**src/rtl/cpu_pkg.sv**
```systemverilog
// Shared definitions for the 8-bit core: op encodings, MEM/WB stage states
// and the default datapath dimensions.
package cpu_pkg;

    localparam int DW  = 8;
    localparam int AW  = 8;
    localparam int RW  = 2;
    localparam int TMO = 15;

    typedef enum logic [1:0] {
        OP_NOP   = 2'b00,
        OP_ALU   = 2'b01,
        OP_LOAD  = 2'b10,
        OP_STORE = 2'b11
    } op_t;

    typedef enum logic [1:0] {
        ST_IDLE = 2'b00,
        ST_REQ  = 2'b01,
        ST_WAIT = 2'b10
    } mwb_state_t;

endpackage

```
**src/rtl/mem_wb_stage_wb_reg.sv**
```systemverilog
// Register-file write port flop stage: selects ALU or load writeback and
// registers the single write strobe, address and data.
module wb_reg
    import cpu_pkg::*;
#(
    parameter int DW = cpu_pkg::DW,
    parameter int RW = cpu_pkg::RW
) (
    input  logic          clk,
    input  logic          rst_n,
    input  logic          wb_en,
    input  logic          sel_load,
    input  logic [RW-1:0] alu_addr,
    input  logic [DW-1:0] alu_data,
    input  logic [RW-1:0] ld_addr,
    input  logic [DW-1:0] ld_data,
    output logic          rf_wr_en,
    output logic [RW-1:0] rf_wr_addr,
    output logic [DW-1:0] rf_dat_in
);

    logic [RW-1:0] addr_s;
    logic [DW-1:0] data_s;

    // 2:1 writeback source select
    always_comb begin
        addr_s = alu_addr;
        data_s = alu_data;
        if (sel_load) begin
            addr_s = ld_addr;
            data_s = ld_data;
        end else begin
            addr_s = alu_addr;
            data_s = alu_data;
        end
    end

    // Output flops; address/data hold their last written value between strobes
    always_ff @(posedge clk or negedge rst_n) begin
        if (!rst_n) begin
            rf_wr_en   <= 1'b0;
            rf_wr_addr <= {RW{1'b0}};
            rf_dat_in  <= {DW{1'b0}};
        end else begin
            rf_wr_en <= wb_en;
            if (wb_en) begin
                rf_wr_addr <= addr_s;
                rf_dat_in  <= data_s;
            end
        end
    end

endmodule

```
**src/rtl/mem_wb_stage.sv**
```systemverilog
// Memory-access + writeback stage: drives the data-memory port, owns the
// register-file write port and tracks pending loads for hazard stalls.
module mem_wb_stage
    import cpu_pkg::*;
#(
    parameter int DW  = cpu_pkg::DW,
    parameter int AW  = cpu_pkg::AW,
    parameter int RW  = cpu_pkg::RW,
    parameter int TMO = cpu_pkg::TMO
) (
    input  logic             clk,
    input  logic             rst_n,
    input  logic             ex_valid,
    output logic             ex_ready,
    input  logic [1:0]       ex_op,
    input  logic [RW-1:0]    ex_dst,
    input  logic [DW-1:0]    ex_result,
    input  logic [DW-1:0]    ex_sdata,
    output logic             mem_req,
    output logic             mem_we,
    output logic [AW-1:0]    mem_addr,
    output logic [DW-1:0]    mem_wdata,
    input  logic             mem_ready,
    input  logic             mem_rvalid,
    input  logic [DW-1:0]    mem_rdata,
    output logic             rf_wr_en,
    output logic [RW-1:0]    rf_wr_addr,
    output logic [DW-1:0]    rf_dat_in,
    output logic [2**RW-1:0] busy_mask,
    output logic             err
);

    localparam int NR = 2**RW;
    localparam int CW = $clog2(TMO+1);
    localparam logic [CW-1:0] CNT_MAX = CW'(TMO);

    mwb_state_t    state_r, state_nxt_s;
    logic [CW-1:0] cnt_r, cnt_nxt_s;
    logic          req_nxt_s, we_nxt_s, is_load_r, is_load_nxt_s, err_nxt_s;
    logic [AW-1:0] addr_nxt_s;
    logic [DW-1:0] wdata_nxt_s;
    logic [RW-1:0] dst_r, dst_nxt_s;
    logic [NR-1:0] busy_nxt_s;
    logic          wb_en_s, wb_sel_load_s, transfer_s;
    op_t           op_s;

    assign ex_ready   = (state_r == ST_IDLE);
    assign transfer_s = ex_valid & ex_ready;
    assign op_s       = op_t'(ex_op);

    // Next-state, latch updates, timeout and scoreboard decisions
    always_comb begin
        state_nxt_s   = state_r;
        cnt_nxt_s     = cnt_r;
        req_nxt_s     = mem_req;
        we_nxt_s      = mem_we;
        addr_nxt_s    = mem_addr;
        wdata_nxt_s   = mem_wdata;
        dst_nxt_s     = dst_r;
        is_load_nxt_s = is_load_r;
        busy_nxt_s    = busy_mask;
        err_nxt_s     = err;
        wb_en_s       = 1'b0;
        wb_sel_load_s = 1'b0;
        case (state_r)
            ST_IDLE: begin
                if (transfer_s) begin
                    case (op_s)
                        OP_ALU: begin
                            wb_en_s = 1'b1;
                        end
                        OP_LOAD: begin
                            state_nxt_s   = ST_REQ;
                            cnt_nxt_s     = {CW{1'b0}};
                            req_nxt_s     = 1'b1;
                            we_nxt_s      = 1'b0;
                            addr_nxt_s    = ex_result[AW-1:0];
                            dst_nxt_s     = ex_dst;
                            is_load_nxt_s = 1'b1;
                            busy_nxt_s    = {{(NR-1){1'b0}}, 1'b1} << ex_dst;
                        end
                        OP_STORE: begin
                            state_nxt_s   = ST_REQ;
                            cnt_nxt_s     = {CW{1'b0}};
                            req_nxt_s     = 1'b1;
                            we_nxt_s      = 1'b1;
                            addr_nxt_s    = ex_result[AW-1:0];
                            wdata_nxt_s   = ex_sdata;
                            is_load_nxt_s = 1'b0;
                        end
                        default: begin
                            state_nxt_s = ST_IDLE;
                        end
                    endcase
                end else begin
                    state_nxt_s = ST_IDLE;
                end
            end
            ST_REQ: begin
                if (mem_ready) begin
                    req_nxt_s = 1'b0;
                    we_nxt_s  = 1'b0;
                    cnt_nxt_s = {CW{1'b0}};
                    if (is_load_r) begin
                        state_nxt_s = ST_WAIT;
                    end else begin
                        state_nxt_s = ST_IDLE;
                    end
                end else if (cnt_r == CNT_MAX) begin
                    req_nxt_s   = 1'b0;
                    we_nxt_s    = 1'b0;
                    busy_nxt_s  = {NR{1'b0}};
                    err_nxt_s   = 1'b1;
                    state_nxt_s = ST_IDLE;
                end else begin
                    cnt_nxt_s = cnt_r + CW'(1);
                end
            end
            ST_WAIT: begin
                if (mem_rvalid) begin
                    wb_en_s       = 1'b1;
                    wb_sel_load_s = 1'b1;
                    busy_nxt_s    = {NR{1'b0}};
                    state_nxt_s   = ST_IDLE;
                end else if (cnt_r == CNT_MAX) begin
                    busy_nxt_s  = {NR{1'b0}};
                    err_nxt_s   = 1'b1;
                    state_nxt_s = ST_IDLE;
                end else begin
                    cnt_nxt_s = cnt_r + CW'(1);
                end
            end
            default: begin
                state_nxt_s = ST_IDLE;
                req_nxt_s   = 1'b0;
                we_nxt_s    = 1'b0;
                busy_nxt_s  = {NR{1'b0}};
            end
        endcase
    end

    // FSM, memory-port latches, timeout counter and scoreboard registers
    always_ff @(posedge clk or negedge rst_n) begin
        if (!rst_n) begin
            state_r   <= ST_IDLE;
            cnt_r     <= {CW{1'b0}};
            mem_req   <= 1'b0;
            mem_we    <= 1'b0;
            mem_addr  <= {AW{1'b0}};
            mem_wdata <= {DW{1'b0}};
            dst_r     <= {RW{1'b0}};
            is_load_r <= 1'b0;
            busy_mask <= {NR{1'b0}};
            err       <= 1'b0;
        end else begin
            state_r   <= state_nxt_s;
            cnt_r     <= cnt_nxt_s;
            mem_req   <= req_nxt_s;
            mem_we    <= we_nxt_s;
            mem_addr  <= addr_nxt_s;
            mem_wdata <= wdata_nxt_s;
            dst_r     <= dst_nxt_s;
            is_load_r <= is_load_nxt_s;
            busy_mask <= busy_nxt_s;
            err       <= err_nxt_s;
        end
    end

    wb_reg #(.DW(DW), .RW(RW)) u_wb_reg (
        .clk        (clk),
        .rst_n      (rst_n),
        .wb_en      (wb_en_s),
        .sel_load   (wb_sel_load_s),
        .alu_addr   (ex_dst),
        .alu_data   (ex_result),
        .ld_addr    (dst_r),
        .ld_data    (mem_rdata),
        .rf_wr_en   (rf_wr_en),
        .rf_wr_addr (rf_wr_addr),
        .rf_dat_in  (rf_dat_in)
    );

endmodule

```
**config.mk**
```make
export PLATFORM = sky130hd
export DESIGN_NAME = mem_wb_stage
export DESIGN_NICKNAME = d
export VERILOG_FILES = /design/src/rtl/cpu_pkg.sv /design/src/rtl/mem_wb_stage_wb_reg.sv /design/src/rtl/mem_wb_stage.sv
export SDC_FILE = /design/constraint.sdc
export NUM_CORES = 1
export LEC_CHECK = 0
export ABC_AREA = 1
export CAP_MARGIN = 20
export CORE_AREA = 2 2 99 53
export CTS_BUF_LIST = sky130_fd_sc_hd__clkbuf_4 sky130_fd_sc_hd__clkbuf_8 sky130_fd_sc_hd__clkbuf_16
export DETAILED_ROUTE_END_ITERATION = 8
export DIE_AREA = 0 0 101 55
export GPL_TIMING_DRIVEN = 0
export HOLD_SLACK_MARGIN = 0.06
export PLACE_DENSITY = 0.79
export SYNTH_ARGS = -nofsm -noshare
export SYNTH_HDL_FRONTEND = slang
export SYNTH_SLANG_ARGS = --single-unit
```
**constraint.sdc**
```tcl
create_clock -name clk -period 3.9 [get_ports clk]
set_input_delay 0.78 -clock clk [delete_from_list [all_inputs] [get_ports clk]]
set_output_delay 0.78 -clock clk [all_outputs]
set_load 0.03 [all_outputs]
```
==> out/metrics.cfg <==
[worst_setup_path]
path_buf_inv=2
critPathArrivalTime_ps=1740
crit_slowest_cell=clkdlybuf4s50_1
crit_family=buffers and inverters
max_stage_delay_ps=690
cp.depth=3
rr_worst_depth=9
rr_endpoint=u_wb_reg.rf_dat_in[6]
cp.required_ps=3120
path_cells=inv_1 > ha_1 > clkdlybuf4s50_1
ff2ff_setup_slack_ps=2120
crit_type=reg2out
path_max_fanout=5
worstSetupEndpointType=primary output
startpoint_type=flop
r2r-start=state_r[0]

[power]
vdd_ir_drop_max_uv=232
leakagePower_nw=1.51
power_per_cell_area_nw_per_um2=520
finalPower_mw=1.56

[sta]
finalClockSkew_ps=8.79
whs_ps=388
slew_viol_final=0
period_needed_ps=2520
fin_ws_ps=1380
min_period_over_period_pct=64.7
max_clock_freq_ghz=0.397
rsz0062_at_grt=false
hold_viol=0
slew_headroom_pct=66.5
setup_viol=0
worst-slew-pin-transition_ps=500
setup_tns_ps=0

[detailed_routing]
wl_per_cell_um=13.2
first_iter_violations=124
num_vias=1961
wirelength_um=5330
final_antenna_net_count=0
avgViaCountPerCell=4.84
drt_pass1_iterations=4
post-route-drc-count=0

[floorplanning]
num_rows=18
die_h_um=55
die_area_um2=5560
dieWidth_um=101
ios=68
design.core.area_um2=4730
initial_utilization_pct=45.3

[flow_run]
drv_cap=0

[finish]
drive_gt1_share_pct=8.70
synthToLayoutAreaGrowth_pct=39.7
fillers=415
fin_util_pct=63.2
nets=382
diodes=0

[global_routing]
grt_pass1_vias=1797
grt_first_pass_wirelength_um=8610
grt_max_degree=31
antenna_found_initial=0
grt_overflow=0
track_usage_pct=21.1

[place]
place_hpwl_um=4110
port_buffers=67
pre_cts_slack_ps=1600
place_congestion=0.836

[synth]
synth-simple-area-share_pct=34.4
seq_area_frac_synth_pct=50.3
synth_top_family_by_area=simple AND/OR/NAND/NOR gates
synth_top_area_share_pct=50.3
synth_cells=269
syn_avg_cell_area_um2=7.96
syn-cell-area_um2=2140
synth_compound_area_share_pct=5.84
yosysUniqueCellTypes=22
synth.area.top_cells=dfrtp_1 50%, nand2_1 22%, nand3_1 5.6%
synthMuxAreaShare_pct=0
yosys_warnings=0
synth_top_cell_by_area=dfrtp_1
synth_nets=307
synth_xor_area_share_pct=0
synth-adder-area-share_pct=2.92
ys_ff_latch=43

[clock_tree]
clock_latency_ps=300
cts_resized=0
cts.sinks=43
clk_path_buf_depth=2
htree_num_levels=2
cts-hold-fix-buffers=0
cts_tree=built
ctsRootBufferMaster=clkbuf_8
numCtsBuffers=5
postCtsSetupRepairBufs=0
path_clk_slew_ps=80

[status]
outcome=finished, final reports clean

[hold_path]
hold_path.class=in2async

cells by family after synthesis:
kind of cell | count (synthesis)
AO/OA/AOI/OAI | 23
buffers and inverters | 30
flip-flops | 43
AND/OR/NAND/NOR | 168
adder cells (fa/ha/maj) | 5
per-layer routing:
layer / share of wire (%) / vias up / global-route usage, %
met5: 0 / - / 0
met4: 0.77 / 0 / 5.18
met3: 8.0 / 7 / 6.41
met2: 39 / 71 / 29.1
met1: 52 / 892 / 32.2
li1: - / 991 / -
registers in the layout, summed over array words and instances, names as in the netlist:
signal and count:
dst_r 2, state_r 2, mem_wdata 8, mem_we 1, cnt_r 4, is_load_r 1
busy_mask 4, u_wb_reg.rf_wr_en 1, err 1, u_wb_reg.rf_wr_addr 2, mem_req 1, u_wb_reg.rf_dat_in 8
mem_addr 8
power by group:
| group | internal (mW) | switching [mW] | total, mW | leakage, nW |
|---|---|---|---|---|
| sequential | 0.553 | 0.0694 | 0.623 | 0.547 |
| clock | 0.140 | 0.148 | 0.287 | 0.0491 |
| combinational | 0.265 | 0.380 | 0.645 | 0.915 |
cell type report:
type / instances / area [um2] / area share, %
flip-flops and latches: 43 / 1080 / 36.0
multi-input cells: 196 / 925 / 30.9
repair buffers: 68 / 686 / 22.9
inverters: 25 / 93.8 / 3.14
clock buffers: 7 / 83.8 / 2.80
well taps: 60 / 75.1 / 2.51
plain buffers: 5 / 46.3 / 1.55
clock inverters: 1 / 5.00 / 0.167
cells in the final DEF (no fill, tap or decap), drive strengths merged:
cell type,synthesis,layout
clkinv,0,1
buf,5,7
nor2,10,10
a21oi,1,1
inv,25,25
clkbuf,0,7
o21ai,21,21
o21bai,1,1
nand4,1,1
nand3,26,26
clkdlybuf4s50,0,66
dfrtp,43,43
nor3,2,2
nand2,129,129
ha,5,5
through the flow:
step / instances / area (um2)
6_report: 405 / 2990
5_1_grt: 405 / 2990
4_1_cts: 405 / 2990
3_5_place_dp: 397 / 2900
3_3_place_gp: 396 / 2890
2_1_floorplan: 269 / 2140
worst max path at each step:
stage                          start                    end  slack (ps)
after floorplan           state_r[0]            mem_addr[2]        2170
after global placement         rst_n            mem_addr[4]         920
after detailed placement    ex_op[0]  u_wb_reg.rf_dat_in[4]        1600
after CTS                 state_r[0]               ex_ready        1380
after global routing      state_r[0]               ex_ready        1310
final                     state_r[0]               ex_ready        1380
Yosys cell counts:
cell,number
nand4_1,1
nand2_2,3
o21bai_1,1
nand3_2,2
o21ai_0,18
buf_6,3
a21oi_1,1
ha_1,5
nor2_2,2
inv_2,2
o21ai_2,2
nor3_4,2
nand3_1,24
o21ai_1,1
buf_4,1
inv_1,23
dfrtp_1,43
nand2_4,1
nor2_8,1
nand2_1,125
nor2_1,7
buf_2,1
Note: power is estimated with default switching activity, not from simulation.
